==> src/rtl/wb_stage.sv <==
// Write-back stage: arbitrates ALU results and LSU load responses onto the
// single regfile write port, buffering ALU results while a load owns it.
module wb_stage #(
   parameter int XLEN           = 32,
   parameter int REG_IDX_WIDTH  = 5,
   parameter int ALU_FIFO_DEPTH = 2,
   parameter int STARVE_MAX     = 4
) (
   input  logic                     clk,
   input  logic                     rst_n,
   input  logic                     alu_vld_i,
   output logic                     alu_rdy_o,
   input  logic [REG_IDX_WIDTH-1:0] alu_rd_idx_i,
   input  logic [XLEN-1:0]          alu_wdata_i,
   input  logic                     lsu_vld_i,
   output logic                     lsu_rdy_o,
   input  logic [REG_IDX_WIDTH-1:0] lsu_rd_idx_i,
   input  logic [2:0]               lsu_funct3_i,
   input  logic [1:0]               lsu_addr_lo_i,
   input  logic [XLEN-1:0]          lsu_rdata_i,
   output logic                     rd_en_o,
   output logic [REG_IDX_WIDTH-1:0] rd_idx_o,
   output logic [XLEN-1:0]          rd_wdata_o
);

   localparam int PW = (ALU_FIFO_DEPTH > 1) ? $clog2(ALU_FIFO_DEPTH) : 1;
   localparam int CW = $clog2(ALU_FIFO_DEPTH + 1);
   localparam int SW = $clog2(STARVE_MAX + 1);

   logic [REG_IDX_WIDTH-1:0] r_fifo_idx  [ALU_FIFO_DEPTH];
   logic [XLEN-1:0]          r_fifo_data [ALU_FIFO_DEPTH];
   logic [PW-1:0]            r_wr_ptr;
   logic [PW-1:0]            r_rd_ptr;
   logic [CW-1:0]            r_cnt;
   logic [SW-1:0]            r_starve;
   logic                     r_rd_en;
   logic [REG_IDX_WIDTH-1:0] r_rd_idx;
   logic [XLEN-1:0]          r_rd_wdata;

   logic                     w_empty;
   logic                     w_full;
   logic                     w_alu_acc;
   logic                     w_lsu_acc;
   logic                     w_push;
   logic                     w_pop;
   logic                     w_wr_vld;
   logic [REG_IDX_WIDTH-1:0] w_wr_idx;
   logic [XLEN-1:0]          w_wr_data;
   logic [7:0]               w_byte;
   logic [15:0]              w_half;
   logic [XLEN-1:0]          w_load;

   assign w_empty   = (r_cnt == '0);
   assign w_full    = (r_cnt == CW'(ALU_FIFO_DEPTH));
   assign alu_rdy_o = !w_full;
   assign lsu_rdy_o = (r_starve != SW'(STARVE_MAX));
   assign w_alu_acc = alu_vld_i & alu_rdy_o;
   assign w_lsu_acc = lsu_vld_i & lsu_rdy_o;

   // Misaligned halfword (addr_lo=11) falls onto the upper half.
   assign w_byte = lsu_rdata_i[{lsu_addr_lo_i, 3'b000} +: 8];
   assign w_half = lsu_rdata_i[{lsu_addr_lo_i[1], 4'b0000} +: 16];

   always_comb begin
      w_load = lsu_rdata_i;
      case (lsu_funct3_i)
         3'b000:  w_load = {{(XLEN-8){w_byte[7]}}, w_byte};
         3'b001:  w_load = {{(XLEN-16){w_half[15]}}, w_half};
         3'b100:  w_load = {{(XLEN-8){1'b0}}, w_byte};
         3'b101:  w_load = {{(XLEN-16){1'b0}}, w_half};
         default: w_load = lsu_rdata_i;
      endcase
   end

   always_comb begin
      w_wr_vld  = 1'b0;
      w_wr_idx  = '0;
      w_wr_data = '0;
      w_push    = 1'b0;
      w_pop     = 1'b0;
      priority case (1'b1)
         w_lsu_acc: begin
            w_wr_vld  = 1'b1;
            w_wr_idx  = lsu_rd_idx_i;
            w_wr_data = w_load;
            w_push    = w_alu_acc;
         end
         !w_empty: begin
            w_wr_vld  = 1'b1;
            w_wr_idx  = r_fifo_idx[r_rd_ptr];
            w_wr_data = r_fifo_data[r_rd_ptr];
            w_pop     = 1'b1;
            w_push    = w_alu_acc;
         end
         alu_vld_i: begin
            w_wr_vld  = 1'b1;
            w_wr_idx  = alu_rd_idx_i;
            w_wr_data = alu_wdata_i;
         end
         default: ;
      endcase
   end

   always_ff @(posedge clk) begin
      if (w_push) begin
         r_fifo_idx[r_wr_ptr]  <= alu_rd_idx_i;
         r_fifo_data[r_wr_ptr] <= alu_wdata_i;
      end
   end

   always_ff @(posedge clk or negedge rst_n) begin
      if (!rst_n) begin
         r_wr_ptr <= '0;
         r_rd_ptr <= '0;
         r_cnt    <= '0;
      end else begin
         if (w_push) r_wr_ptr <= r_wr_ptr + 1'b1;
         if (w_pop)  r_rd_ptr <= r_rd_ptr + 1'b1;
         case ({w_push, w_pop})
            2'b10:   r_cnt <= r_cnt + 1'b1;
            2'b01:   r_cnt <= r_cnt - 1'b1;
            default: r_cnt <= r_cnt;
         endcase
      end
   end

   // Counts LSU wins that left queued ALU results waiting.
   always_ff @(posedge clk or negedge rst_n) begin
      if (!rst_n) begin
         r_starve <= '0;
      end else if (w_lsu_acc && !w_empty) begin
         r_starve <= r_starve + 1'b1;
      end else if (w_pop || w_empty) begin
         r_starve <= '0;
      end
   end

   always_ff @(posedge clk or negedge rst_n) begin
      if (!rst_n) begin
         r_rd_en    <= 1'b0;
         r_rd_idx   <= '0;
         r_rd_wdata <= '0;
      end else begin
         r_rd_en <= w_wr_vld && (w_wr_idx != '0);
         if (w_wr_vld) begin
            r_rd_idx   <= w_wr_idx;
            r_rd_wdata <= w_wr_data;
         end
      end
   end

   assign rd_en_o    = r_rd_en;
   assign rd_idx_o   = r_rd_idx;
   assign rd_wdata_o = r_rd_wdata;

endmodule

==> config.mk <==
export PLATFORM = sky130hd
export DESIGN_NAME = wb_stage
export DESIGN_NICKNAME = d
export VERILOG_FILES = /design/src/rtl/wb_stage.sv
export SDC_FILE = /design/constraint.sdc
export NUM_CORES = 1
export LEC_CHECK = 0
export ABC_AREA = 1
export ABC_CLOCK_PERIOD_IN_PS = 2850
export BUFFER_PORTS_ARGS = -buffer_cell sky130_fd_sc_hd__buf_4
export CORE_UTILIZATION = 48
export CTS_BUF_LIST = sky130_fd_sc_hd__clkbuf_8
export DETAILED_ROUTE_END_ITERATION = 6
export PLACE_DENSITY = 0.83
export RECOVER_POWER = 25
export SETUP_SLACK_MARGIN = 0.4
export SLEW_MARGIN = 20
export SYNTH_ARGS = -nofsm -noshare
export SYNTH_HDL_FRONTEND = slang
export SYNTH_SLANG_ARGS = --single-unit
==> constraint.sdc <==
create_clock -name clk -period 2.85 [get_ports clk]
set_clock_uncertainty 0.15 [all_clocks]
set_input_delay 0.4275 -clock clk [delete_from_list [all_inputs] [get_ports clk]]
set_output_delay 0.4275 -clock clk [all_outputs]
set_load 0.05 [all_outputs]
==> results.json <==
{
  "totalWireLength_um": 16100,
  "synth_top_area_frac": 0.382,
  "rsz0062_at_grt": "false",
  "post-place-ws_ns": 0.472,
  "drc": 9,
  "grt_use_total": 0.265,
  "ys.warnings.count": 0,
  "arrival_ns": 2.40,
  "overflow": 0,
  "syn-cell-area_um2": 5810,
  "antenna_found_initial": 0,
  "cts_max_level": 4,
  "synth_area_leaders": "edfxtp_1 (38%), dfrtp_1 (19%), nand2_1 (13%)",
  "crit_type": "flip-flop to flip-flop",
  "clockBufferDepth": 2,
  "crit_path_start_kind": "flip-flop",
  "ys_ff_latch": 119,
  "hold_violations": 0,
  "place.gp.congestion": 0.929,
  "synth.largest_area_cell": "edfxtp_1",
  "ys_seq_area_frac": 0.576,
  "die_w_um": 112,
  "p_leak_nw": 3.18,
  "grt_pass1_vias": 5108,
  "p_per_area_nw_per_um2": 998,
  "layout_common_cells": "nand2_1 (202), buf_4 (100), edfxtp_1 (74)",
  "final_area_um2": 7130,
  "layout.nets": 868,
  "vdd_drop_max_uv": 599,
  "hold_path.class": "input pin to flip-flop",
  "drtIter0Drc": 645,
  "fin_crit_sh": 0.789,
  "ys_types": 28,
  "grt_first_pass_wirelength_um": 25800,
  "postRouteAntennaNets": 0,
  "worstMarginPinSlew_ns": 0.776,
  "dpl_cell_area_um2": 6830,
  "grt_max_degree": 46,
  "cp_max_fo": 18,
  "cts_tree": "done",
  "areaGrowthSynthToFinish_pct": 22.7,
  "max_cap_viol_count": 0,
  "relSlewSlack": 0.477,
  "failed_checks": "design-rule violations",
  "n_antenna_cell": 0,
  "numCtsBuffers": 17,
  "clock-sinks": 119,
  "outcome": "finished with violations",
  "synth_area_per_cell_um2": 8.73,
  "cp.required_ns": 3.00,
  "finalWorstSetupSlack_ns": 0.602,
  "drtPass1Iterations": 7,
  "port_buffers": 122,
  "clock.fmax_ghz": 0.445,
  "setup_viol": 0,
  "die_h_um": 112,
  "routedWlPerCell_um": 17.2,
  "clock_latency_ns": 0.43,
  "utilization": 0.614,
  "io_pins": 123,
  "hpwl_um": 11000,
  "core_area_um2": 11600,
  "synth_cells": 666,
  "dr_total_vias": 5242,
  "rows": 39,
  "vias_per_cell": 5.59,
  "maxSlewViolCount": 0,
  "die_area_um2": 12600,
  "cp-end-kind": "flip-flop",
  "layout_commonest_cell": "nand2_1",
  "fin_tns_setup_ns": 0,
  "synth.net_count": 752,
  "cts_root_buffer": "clkbuf_8",
  "clk_pin_slew_ns": 0.07,
  "period_needed_ns": 2.25,
  "initial_utilization": 0.501,
  "final_layout_size_suffix_gt1_frac": 0.191
}
-- synth_stat cells, drive strengths merged --
| library cell | n |
|---|---|
| a21oi | 24 |
| a22oi | 1 |
| a31oi | 18 |
| buf | 26 |
| clkbuf | 13 |
| dfrtp | 45 |
| edfxtp | 74 |
| ha | 3 |
| inv | 41 |
| nand2 | 206 |
| nand3 | 71 |
| nor2 | 58 |
| nor3 | 3 |
| nor3b | 1 |
| o211ai | 1 |
| o21a | 1 |
| o21ai | 71 |
| or2 | 4 |
| xnor2 | 2 |
| xor2 | 3 |
-- repair_timing --
item	4_1_cts	5_1_grt
hold buffers	1	0
hold endpoints to repair	45	0
buffers inserted	0	0
setup endpoints to repair	0	1
resized for setup	0	2
-- per-layer routing --
| metal | global-route usage | vias up | part of all wire | wire length [um] |
|---|---|---|---|---|
| met5 | 0 | - | 0 | 0 |
| met4 | 0.105 | 0 | 0.022 | 352 |
| met3 | 0.0491 | 33 | 0.081 | 1300 |
| met2 | 0.425 | 264 | 0.48 | 7680 |
| met1 | 0.361 | 2485 | 0.42 | 6790 |
| li1 | - | 2460 | - | - |
-- cells by family after synthesis --
group / Yosys count / synth area share
AO/OA/AOI/OAI: 116 / 0.106
buffers and inverters: 80 / 0.0601
adder cells (fa/ha/maj): 3 / 0.00646
AND/OR/NAND/NOR: 343 / 0.244
flip-flops: 119 / 0.576
XOR/XNOR: 5 / 0.00753
-- path summary, 6_finish.rpt --
| path | end | start | cells after the start | slack [ns] |
|---|---|---|---|---|
| worst max-delay path | r_cnt[1] | r_starve[0] | 10 | 0.60 |
| worst min-delay path | r_fifo_data[1][17] | alu_wdata_i[17] | 1 | 0.07 |
| worst max register to register | r_cnt[1] | r_starve[0] | 10 | 0.60 |
| worst min register to register | rd_wdata_o[27] | rd_wdata_o[27] | 2 | 0.33 |
| max in group asynchronous | rd_wdata_o[31] | rst_n | 2 | 1.74 |
| min in group asynchronous | rd_idx_o[0] | rst_n | 2 | 0.39 |
-- report_power, final --
group | total [mW] | internal, mW | switching [mW]
Combinational | 2.95 | 0.852 | 2.10
Sequential | 2.59 | 2.34 | 0.250
Clock | 1.57 | 0.905 | 0.669
Total | 7.12 | 4.10 | 3.02
-- through the flow --
stage	power (mW)	std cells	hold WS, ns
floorplan	4.58	666	-0.0181
global placement	5.45	905	0.304
detailed placement	5.55	905	0.317
CTS	7.15	938	0.0241
global route	7.48	938	0.0474
finish	7.12	938	0.0656
-- critical path, stage by stage (launching register included) --
cell,delay (ns)
dfrtp_1,0.40
inv_1,0.07
ha_1,0.19
nand2_4,0.07
nand2_4,0.17
inv_2,0.08
o211ai_4,0.27
ha_1,0.32
a21oi_1,0.13
o21ai_0,0.12
xor2_1,0.16
-- sequential cells by signal (all words and copies together) (netlist names) --
signal       count
rd_idx_o         5
r_wr_ptr         1
rd_wdata_o      32
r_fifo_data     64
rd_en_o          1
r_fifo_idx      10
r_starve         3
r_rd_ptr         1
r_cnt            2
-- layout make-up --
cell class,count,area (um2)
well taps,143,179
inverters,41,154
fillers,996,4480
flip-flops and latches,119,3350
repair buffers,136,892
clock inverters,13,148
clock buffers,19,262
multi-input cells,467,2150
Power figures use the tool's default switching activity.
